[src/rtl/str_frame_packer.sv]
// str_frame_packer: packs a signed sample stream into packets of 32-bit words: header {SYNC, seq}, one
//   sign-extended word per sample, and (with FRAME_CHECKSUM_EN defined) a wrap-around sum trailer.
// Latency: a sample accepted on an edge is on m_axis_tdata right after that edge; the header costs one extra cycle per frame.
// Backpressure: one output register; s_axis_tready is high only in DATA, and only while that register is empty or draining.
// Ports: clk, rst (synchronous, active-high); s_axis_* sample input with tlast marking the end of a frame;
//   m_axis_* packet output with tlast on the final word; len_err is sticky and set when a frame length differs
//   from FRAME_LEN; seq is the sequence number carried by the next header.
// Option: `define FRAME_CHECKSUM_EN adds the TRAILER state and the checksum adder.
module str_frame_packer #(
  parameter int          DW        = 24,
  parameter int          FRAME_LEN = 16000,
  parameter logic [15:0] SYNC      = 16'hA55A
) (
  input  logic          clk,
  input  logic          rst,
  input  logic [DW-1:0] s_axis_tdata,
  input  logic          s_axis_tvalid,
  output logic          s_axis_tready,
  input  logic          s_axis_tlast,
  output logic [31:0]   m_axis_tdata,
  output logic          m_axis_tvalid,
  input  logic          m_axis_tready,
  output logic          m_axis_tlast,
  output logic          len_err,
  output logic [15:0]   seq
);

  localparam logic [1:0] IDLE    = 2'd0;
  localparam logic [1:0] HEADER  = 2'd1;
  localparam logic [1:0] DATA    = 2'd2;
`ifdef FRAME_CHECKSUM_EN
  localparam logic [1:0] TRAILER = 2'd3;
`endif

  localparam logic [15:0] FRAME_LEN_W = 16'(FRAME_LEN);

  logic [1:0]  state;
  logic [15:0] cnt;
  logic [15:0] cnt_inc;
  logic [15:0] seq_nxt;
  logic [31:0] s_ext;
  logic        can_load;
  logic        s_hs;
  logic        last_hs;
`ifdef FRAME_CHECKSUM_EN
  logic [31:0] csum;
`endif

  // The output register can take a new word when it is empty or its word leaves this cycle.
  assign can_load      = !m_axis_tvalid || m_axis_tready;
  assign s_axis_tready = (state == DATA) && can_load;
  assign s_hs          = s_axis_tvalid && s_axis_tready;
  assign last_hs       = m_axis_tvalid && m_axis_tready && m_axis_tlast;

  // A header may be loaded in the same cycle the previous packet's last word leaves,
  // so the header takes the already-incremented sequence number.
  assign seq_nxt = last_hs ? seq + 16'd1 : seq;
  assign s_ext   = 32'($signed(s_axis_tdata));
  assign cnt_inc = (cnt == 16'hFFFF) ? cnt : cnt + 16'd1;

  always_ff @(posedge clk) begin
    if (rst) begin
      state         <= IDLE;
      m_axis_tdata  <= '0;
      m_axis_tvalid <= 1'b0;
      m_axis_tlast  <= 1'b0;
      len_err       <= 1'b0;
      seq           <= '0;
      cnt           <= '0;
`ifdef FRAME_CHECKSUM_EN
      csum          <= '0;
`endif
    end else begin
      seq <= seq_nxt;
      // Accepted word leaves; any load below in the same cycle overrides this.
      if (m_axis_tvalid && m_axis_tready) begin
        m_axis_tvalid <= 1'b0;
      end
      case (state)
        IDLE: begin
          // Only looks at tvalid; the sample itself waits for DATA.
          if (s_axis_tvalid) begin
            state <= HEADER;
          end
        end
        HEADER: begin
          if (can_load) begin
            m_axis_tdata  <= {SYNC, seq_nxt};
            m_axis_tvalid <= 1'b1;
            m_axis_tlast  <= 1'b0;
            cnt           <= '0;
`ifdef FRAME_CHECKSUM_EN
            csum          <= {SYNC, seq_nxt};
`endif
            state         <= DATA;
          end
        end
        DATA: begin
          if (s_hs) begin
            m_axis_tdata  <= s_ext;
            m_axis_tvalid <= 1'b1;
            cnt           <= cnt_inc;
`ifdef FRAME_CHECKSUM_EN
            csum          <= csum + s_ext;
`endif
            if (s_axis_tlast) begin
              if (cnt_inc != FRAME_LEN_W) begin
                len_err <= 1'b1;
              end
`ifdef FRAME_CHECKSUM_EN
              m_axis_tlast <= 1'b0;
              state        <= TRAILER;
`else
              m_axis_tlast <= 1'b1;
              state        <= IDLE;
`endif
            end else begin
              m_axis_tlast <= 1'b0;
            end
          end
        end
`ifdef FRAME_CHECKSUM_EN
        TRAILER: begin
          if (can_load) begin
            m_axis_tdata  <= csum;
            m_axis_tvalid <= 1'b1;
            m_axis_tlast  <= 1'b1;
            state         <= IDLE;
          end
        end
`endif
        default: state <= IDLE;
      endcase
    end
  end

endmodule

[config.mk]
export PLATFORM = sky130hd
export DESIGN_NAME = str_frame_packer
export DESIGN_NICKNAME = d
export VERILOG_FILES = /design/src/rtl/str_frame_packer.sv
export SDC_FILE = /design/constraint.sdc
export NUM_CORES = 1
export LEC_CHECK = 0
export BUFFER_PORTS_ARGS = -buffer_cell sky130_fd_sc_hd__buf_2
export CORE_MARGIN = 4
export CORE_UTILIZATION = 32
export DETAILED_ROUTE_END_ITERATION = 8
export PLACE_DENSITY = 0.52
export SYNTH_ARGS = -nofsm -noshare
export SYNTH_HDL_FRONTEND = slang
export SYNTH_SLANG_ARGS = --single-unit
export TNS_END_PERCENT = 20
[constraint.sdc]
create_clock -name clk -period 2.1 [get_ports clk]
set_input_delay 0.42 -clock clk [delete_from_list [all_inputs] [get_ports clk]]
set_output_delay 0.42 -clock clk [all_outputs]
set_load 0.005 [all_outputs]
# After elaboration in Yosys (flattened, before gate mapping)
# Index checks and enable logic that the tools add are counted.
# totals
regBits	69
input_bits	29
output_inout_bits	52
wordCells	49
# op_classes
addsub	2
n_eq_ne	8
mux	21
reduce_logical	11
# op_table
operator	count
$mux 16	4
$mux 32	2
$pmux 32 s2	1
$add 16x1->16 const B	2
$pmux 16 s2	1
$eq 16x16->1 const B	1
$ne 16x14->1 const B	1
$mux 2	4
$ne 2x2->1 const B	4
$reduce_and 4->1	2
$mux 1	6
$pmux 2 s3	1
$logic_and 1x1->1	4
$pmux 1 s2	2
$reduce_and 3->1	1
$eq 2x1->1 const B	1
$eq 2x2->1 const B	1
$logic_not 2->1	1
$reduce_bool 2->1	1
$logic_not 1->1	1
$logic_or 1x1->1	1

# Logic depth before layout (Yosys ltp)
# Gate-level depths: netlist of the first run.
# logic_depth
word_depth	6
ltp_mapped	9
mapped_depth_nobuf	8

# Worst setup path before layout of the first run
# OpenSTA, ideal clock, no wires.
# synth_path
path_type	register -> register
startpoint	register cnt[0]
endpoint	register len_err
setup_time_ps	120
arrival_ps	2095
t_required_ps	1980
setup_slack_ps	-115
path_stages_with_launch	7
n_path_buf	0
period_less_slack_ps	2215
cell_sequence	dfxtp_1 -> ha_1 -> nand3_1 -> nor4_1 -> mux2i_1 -> or4b_1 -> o31a_1
# synth_via
elab_chain_cells	4
elab_cells_between_ends	5
cone_classes	1 x add/sub; 2 x eq/ne; 1 x mux; 1 x reduce/logical
# synth_rtl
element	line	text
start: declaration	38	logic [15:0] cnt;
start signal: assignment	102	cnt <= cnt_inc;
$add 16x1->16 or $eq 16x16->1 (tied branches)	59	assign cnt_inc = (cnt == 16'hFFFF) ? cnt : cnt + 16'd1;
$mux 16 *	59	
$ne 16x14->1 *	107	if (cnt_inc != FRAME_LEN_W) begin
$reduce_and 4->1 (no line) *	-	
end signal: assignment	67	len_err <= 1'b0;
end signal: assignment	108	len_err <= 1'b1;
end: declaration	24	output logic len_err,
# Every way passes the cells marked *; elsewhere a longest branch is shown, timed or not.
# A chain may end at the register's enable or synchronous reset.

# Final worst setup path of the first run
# layout_path
startpoint	register cnt[1]
endpoint	register len_err
# The elaborated chain is that of the path after synthesis.

==> impl_metrics.tcl, run 1 <==
set metrics [dict create \
    status "finished with violations" \
    violations "setup timing" \
    netlist_top_cells_area "dfxtp_1 (40%), nand2_1 (6.3%), nor2_1 (6.3%), a21oi_1 (4.1%), o21ai_0 (4.1%)" \
    setup_viol 1 \
    syn_area_per_cell_um2 7.825 \
    p_comb_frac 0.309 \
    fin_ws_ns -0.03523 \
    htree_levels 3 \
    overflow 0 \
    fin_crit_ns 2.135 \
    crit_buf_inv 0 \
    port_buffers 80 \
    num_rows 35 \
    pwr-share-clk 0.304 \
    antenna_found_initial 0 \
    synth_cell_types 48 \
    p_leak_nw 1.746 \
    cpPeakStageDelay_ns 0.54 \
    crit_slowest_cell "or4b_4" \
    netSwitchingFraction 0.3552 \
    syn_area_um2 3138 \
    cp_top_family "simple AND/OR/NAND/NOR gates" \
    cts_tree "done" \
    drc_errors 0 \
    syn_inst 401 \
    wl_per_cell_um 14.55 \
    finalCritPeriodShare 1.017 \
    finalNonFillerCells 641 \
    crit_path_start_kind "flip-flop" \
    ys_ff_latch 62 \
    die-area_um2 11450 \
    switchingPower_mw 1.259 \
    synth_top_area_cell "dfxtp_1" \
    slew_violations 0 \
    cts_buffers 9 \
    drv_cap 0 \
    hpwl_um 6775 \
    firstDrtPassIters 4 \
    diodes 0 \
    die_w_um 107.0 \
    synth-main-ff-cell "dfxtp_1" \
    grt_pass1_vias 3289 \
    pin_count 81 \
    finalHoldViolations 0 \
    crit_required_ns 2.33 \
    rsz0062_at_grt "true" \
    ctsLongestPathBuffers 2 \
    num_vias 3187 \
    crit_fanout 2 \
    endpoint_kind "flip-flop" \
    hold_class "input pin to flip-flop" \
    ant_nets 0 \
    wirelength_um 9324 \
    core-area_um2 9371 \
    synth_top_area_frac 0.3955 \
    skew_ns 0.01413 \
    start_util 0.3348 \
    p_total_mw 3.545 \
    ir_worst_vdd_uv 331.9 \
    ctsRootBufferMaster "clkbuf_8" \
    cts.clk_slew.worst_paths_ns 0.08 \
    crit_arrival_ns 2.37 \
    track_usage 0.1670 \
    syn2layout_area_growth_pct 35.25 \
    yosysSeqAreaShare 0.3955 \
    drive_above_1_share 0.3359 \
    dp_cells 619 \
    final_nets 542 \
    syn-num-nets 436 \
    relSlewSlack 0.6995 \
    tns_ns -0.03523 \
    internal_power_mw 2.285 \
    die_h_um 107.0 \
    grt_max_degree 30 \
    tightestPinTransition_ns 0.4473 \
    seqPwrFrac 0.387 \
    crit_type "flip-flop to flip-flop" \
    grt_pass1_wl_um 15350 \
    async_flop_share 0 \
    power_density_nw_per_um2 835.2 \
    via_per_inst 4.972 \
    synth_edf_count 0 \
    cp_cell_sequence "ha_4, or3b_4, a31oi_4, nand4_1, or4b_4, o31a_1" \
    cts_sinks 62 \
    fmax_mhz 468.3 \
    drt_iter0_markers 69 \
    ys.warnings.count 0 \
    gp_congestion 0.8650 \
    clkLatencyLatePin_ns 0.35 \
]
-- power groups by stage --
stage	Combinational [mW]	Sequential [mW]	Clock, mW
final	1.10	1.37	1.08
after global routing	1.25	1.40	1.16
after CTS	1.10	1.38	1.11
after detailed placement	1.09	1.40	0
after global placement	1.08	1.40	0
after floorplan	0.690	1.41	0
-- cell usage in the layout (no fill, tap or decap), types with 6 or more instances in the layout --
cell type	Yosys	layout
a21oi_1	26	26
a22oi_1	6	6
buf_2	4	80
buf_4	8	44
clkbuf_8	0	9
dfxtp_1	62	57
inv_1	7	7
mux2i_1	8	7
nand2_1	53	53
nand3_1	14	13
nand4_1	9	9
nor2_1	53	52
nor3_1	20	19
o21ai_0	26	24
xnor2_1	12	12
xor2_1	8	8
-- Yosys cell counts (2+ instances only) --
cell and count:
dfxtp_1 62, a21oi_1 26, clkbuf_1 21, xor2_1 8
mux2i_1 8, o21ai_0 26, a2111oi_0 2, inv_1 7
o221a_2 2, xnor2_1 12, nand4_1 9, a31oi_1 3
nand3_1 14, and3_1 2, nor3_1 20, buf_2 4
nand2_1 53, nor4_1 6, nor2_1 53, a22oi_1 6
nand2b_1 5, o211ai_1 5, a311oi_1 5, buf_4 8
and2_1 4, a31o_2 2, ha_1 6, a211oi_1 2
-- path summary, 6_finish.rpt --
check                               start                             to  slack, ns  cells after the start
max                   cnt[1]$_SDFFE_PP0P_           len_err$_SDFFE_PP0P_      -0.04                      6
min                      s_axis_tdata[17]  m_axis_tdata[17]$_SDFFE_PP0P_       0.34                      3
max reg2reg           cnt[1]$_SDFFE_PP0P_           len_err$_SDFFE_PP0P_      -0.04                      6
min reg2reg  m_axis_tdata[0]$_SDFFE_PP0P_   m_axis_tdata[0]$_SDFFE_PP0P_       0.46                      2
-- through the flow --
| stage | instance area (µm²) | setup slack (ns) | utilization | hold slack, ns |
|---|---|---|---|---|
| 6_report | 4244 | -0.03523 | 0.4529 | 0.3390 |
| 5_1_grt | 4244 | -0.1082 | 0.4529 | 0.3232 |
| 3_5_place_dp | 3891 | -0.07830 | 0.4152 | 0.4424 |
| 3_3_place_gp | 3891 | -0.02328 | 0.4152 | 0.4370 |
| 2_1_floorplan | 3166 | 0.002434 | - | 0.4482 |
| 4_1_cts | 4173 | -0.05783 | 0.4453 | 0.3231 |
-- registers in the layout (all words and copies together) (netlist names) --
register	cells
cnt	16
len_err	1
m_axis_tdata	25
m_axis_tlast	1
m_axis_tvalid	1
seq	16
state	2
-- cells by family (layout without fill, tap and decap cells) --
group / after synthesis / after routing / synth area share
and+or+nand+nor: 176 / 176 / 0.2632
AOI/OAI and AO/OA: 86 / 86 / 0.1711
DFF: 62 / 62 / 0.3955
buffers and inverters: 42 / 153 / 0.06141
xor gates and xnor gates: 20 / 20 / 0.05582
muxes: 9 / 9 / 0.02911
adders and majority gates: 6 / 6 / 0.02392
-- tightest hold or removal path: stages --
cell,delay [ns]
buf_2,0.07
nor3_1,0.04
nor3_1,0.10
-- timing repair --
action,in CTS,in global routing
setup buffers,3,3
setup endpoints to repair,1,6
hold buffers,0,0
resized for setup,13,12
pin swaps,7,9
-- final cells by class --
class / count / area (µm²)
Inverter: 8 / 30.03
Clock inverter: 7 / 73.82
Tap cell: 129 / 161.4
Timing Repair Buffer: 129 / 795.8
Fill cell: 995 / 5127
Sequential cell: 62 / 1255
Multi-Input combinational cell: 297 / 1804
Clock buffer: 9 / 123.9
-- per-layer routing --
layer,global-route usage,up-vias,part of all wire
met3,0.04576,17,0.048
met1,0.2047,1493,0.45
met5,0,-,0
met2,0.2797,70,0.49
li1,-,1607,-
met4,0.05936,0,0.018
Note: power is estimated with default switching activity, not from simulation.
==> inputs of run 2 (changes only) <==
==> constraint.sdc (replaced) <==
create_clock -name clk -period 2.1 [get_ports clk]
set_input_delay 0.42 -clock clk [delete_from_list [all_inputs] [get_ports clk]]
set_output_delay 0.42 -clock clk [all_outputs]
set_load 0.05 [all_outputs]
==> impl_metrics.tcl, run 2 (synthesis gave the netlist of run 1 again) <==
set metrics [dict create \
    endpoint_kind "flip-flop" \
    gp_congestion 0.8341 \
    violations "setup timing" \
    num_vias 3213 \
    diodes 0 \
    tightestPinTransition_ns 0.3862 \
    setup_viol 1 \
    slew_violations 0 \
    fin_ws_ns -0.07706 \
    p_leak_nw 1.730 \
    cts_buffers 9 \
    crit_path_start_kind "flip-flop" \
    finalHoldViolations 0 \
    hold_class "input pin to flip-flop" \
    p_total_mw 4.239 \
    port_buffers 80 \
    final_nets 540 \
    power_density_nw_per_um2 998.0 \
    via_per_inst 5.028 \
    firstDrtPassIters 4 \
    mostFrequentLayoutCells "buf_2 (80), nand2_1 (53), nor2_1 (52), dfxtp_1 (49), buf_4 (41)" \
    crit_fanout 2 \
    drv_cap 0 \
    status "finished with violations" \
    crit_type "flip-flop to flip-flop" \
    internal_power_mw 2.480 \
    grt_pass1_vias 3076 \
    cts.clk_slew.worst_paths_ns 0.08 \
    start_util 0.3348 \
    cts_sinks 62 \
    syn2layout_area_growth_pct 35.37 \
    netSwitchingFraction 0.4150 \
    final_common_cell "buf_2" \
    largest_reg_flops 25 \
    crit_arrival_ns 2.42 \
    drive_above_1_share 0.3431 \
    finalCritPeriodShare 1.037 \
    p_comb_frac 0.398 \
    ant_nets 0 \
    rsz0062_at_grt "true" \
    place_ws_ns -0.07019 \
    fin_crit_ns 2.177 \
    cts_tree "done" \
    crit_required_ns 2.34 \
    wirelength_um 9055 \
    drc_errors 0 \
    fmax_mhz 459.3 \
    grt_pass1_wl_um 14910 \
    wl_per_cell_um 14.17 \
    die-area_um2 11450 \
    grt_max_degree 24 \
    clkLatencyLatePin_ns 0.35 \
    die_w_um 107.0 \
    seqPwrFrac 0.323 \
    core-area_um2 9371 \
    fillCellCount 962 \
    skew_ns 0.01062 \
    relSlewSlack 0.7405 \
    pwr-share-clk 0.278 \
    timing.hold.ws_ns 0.3269 \
    track_usage 0.1615 \
    top_register "m_axis_tdata" \
    htree_levels 3 \
    ir_worst_vdd_uv 396.3 \
    drt_iter0_markers 126 \
    ctsLongestPathBuffers 2 \
    num_rows 35 \
    antenna_found_initial 0 \
    die_h_um 107.0 \
    ctsRootBufferMaster "clkbuf_8" \
    switchingPower_mw 1.759 \
    reg_top3 "m_axis_tdata: 25 flops, cnt: 16 flops, seq: 16 flops" \
    pin_count 81 \
    overflow 0 \
    hpwl_um 6617 \
    tns_ns -0.07706 \
]
==> run 2: final cells by class <==
type                            instances  area, µm²  area share
Clock buffer                            9      123.9     0.02916
Clock inverter                          7      97.59     0.02297
Inverter                                8      30.03    0.007069
Multi-Input combinational cell        297       1775      0.4180
Sequential cell                        62       1257      0.2960
Tap cell                              129      161.4     0.03800
Timing Repair Buffer                  127      802.0      0.1888
==> run 2: what timing repair did <==
| action | CTS | global route |
|---|---|---|
| endpoints found under the setup margin | 1 | 5 |
| hold buffers | 0 | 0 |
| gates resized for setup | 11 | 7 |
| hold endpoints to repair | 0 | 0 |
| pin swaps | 7 | 8 |
| setup buffers | 3 | 4 |
==> run 2: path summary, 6_finish.rpt <==
kind / from / end / slack [ns] / cells past startpoint
max: cnt[0]$_SDFFE_PP0P_ / len_err$_SDFFE_PP0P_ / -0.08 / 7
min: s_axis_tdata[18] / m_axis_tdata[18]$_SDFFE_PP0P_ / 0.33 / 3
max reg2reg: cnt[0]$_SDFFE_PP0P_ / len_err$_SDFFE_PP0P_ / -0.08 / 7
min reg2reg: m_axis_tdata[4]$_SDFFE_PP0P_ / m_axis_tdata[4]$_SDFFE_PP0P_ / 0.45 / 2
==> run 2: metal layers <==
metal | global-route usage | vias up | share of wire
met2 | 0.2601 | 89 | 0.46
met3 | 0.05117 | 15 | 0.065
met1 | 0.2052 | 1501 | 0.46
met5 | 0 | - | 0
li1 | - | 1608 | -
met4 | 0.05023 | 0 | 0.014
==> run 2: power by group through the flow <==
stage	combinational, mW	sequential (mW)	clock, mW
after floorplan	0.853	1.74	0
after global placement	1.67	1.40	0
after detailed placement	1.68	1.40	0
after CTS	1.69	1.37	1.22
after global routing	1.83	1.39	1.27
final	1.69	1.37	1.18
==> run 2: critical path, cell delays in order, from the launching register on <==
cell and delay [ns]:
dfxtp_2 0.33, buf_6 0.11, ha_4 0.21, or3b_4 0.41, a31oi_4 0.14, nand4_1 0.10, or4b_1 0.54, o31a_1 0.25
==> run 2: stage by stage <==
stage | cell area (µm²) | std cells | utilization
5_1_grt | 4248 | 639 | 0.4533
3_5_place_dp | 3906 | 616 | 0.4168
3_3_place_gp | 3906 | 616 | 0.4168
2_1_floorplan | 3169 | 401 | -
6_report | 4248 | 639 | 0.4533
4_1_cts | 4187 | 635 | 0.4467
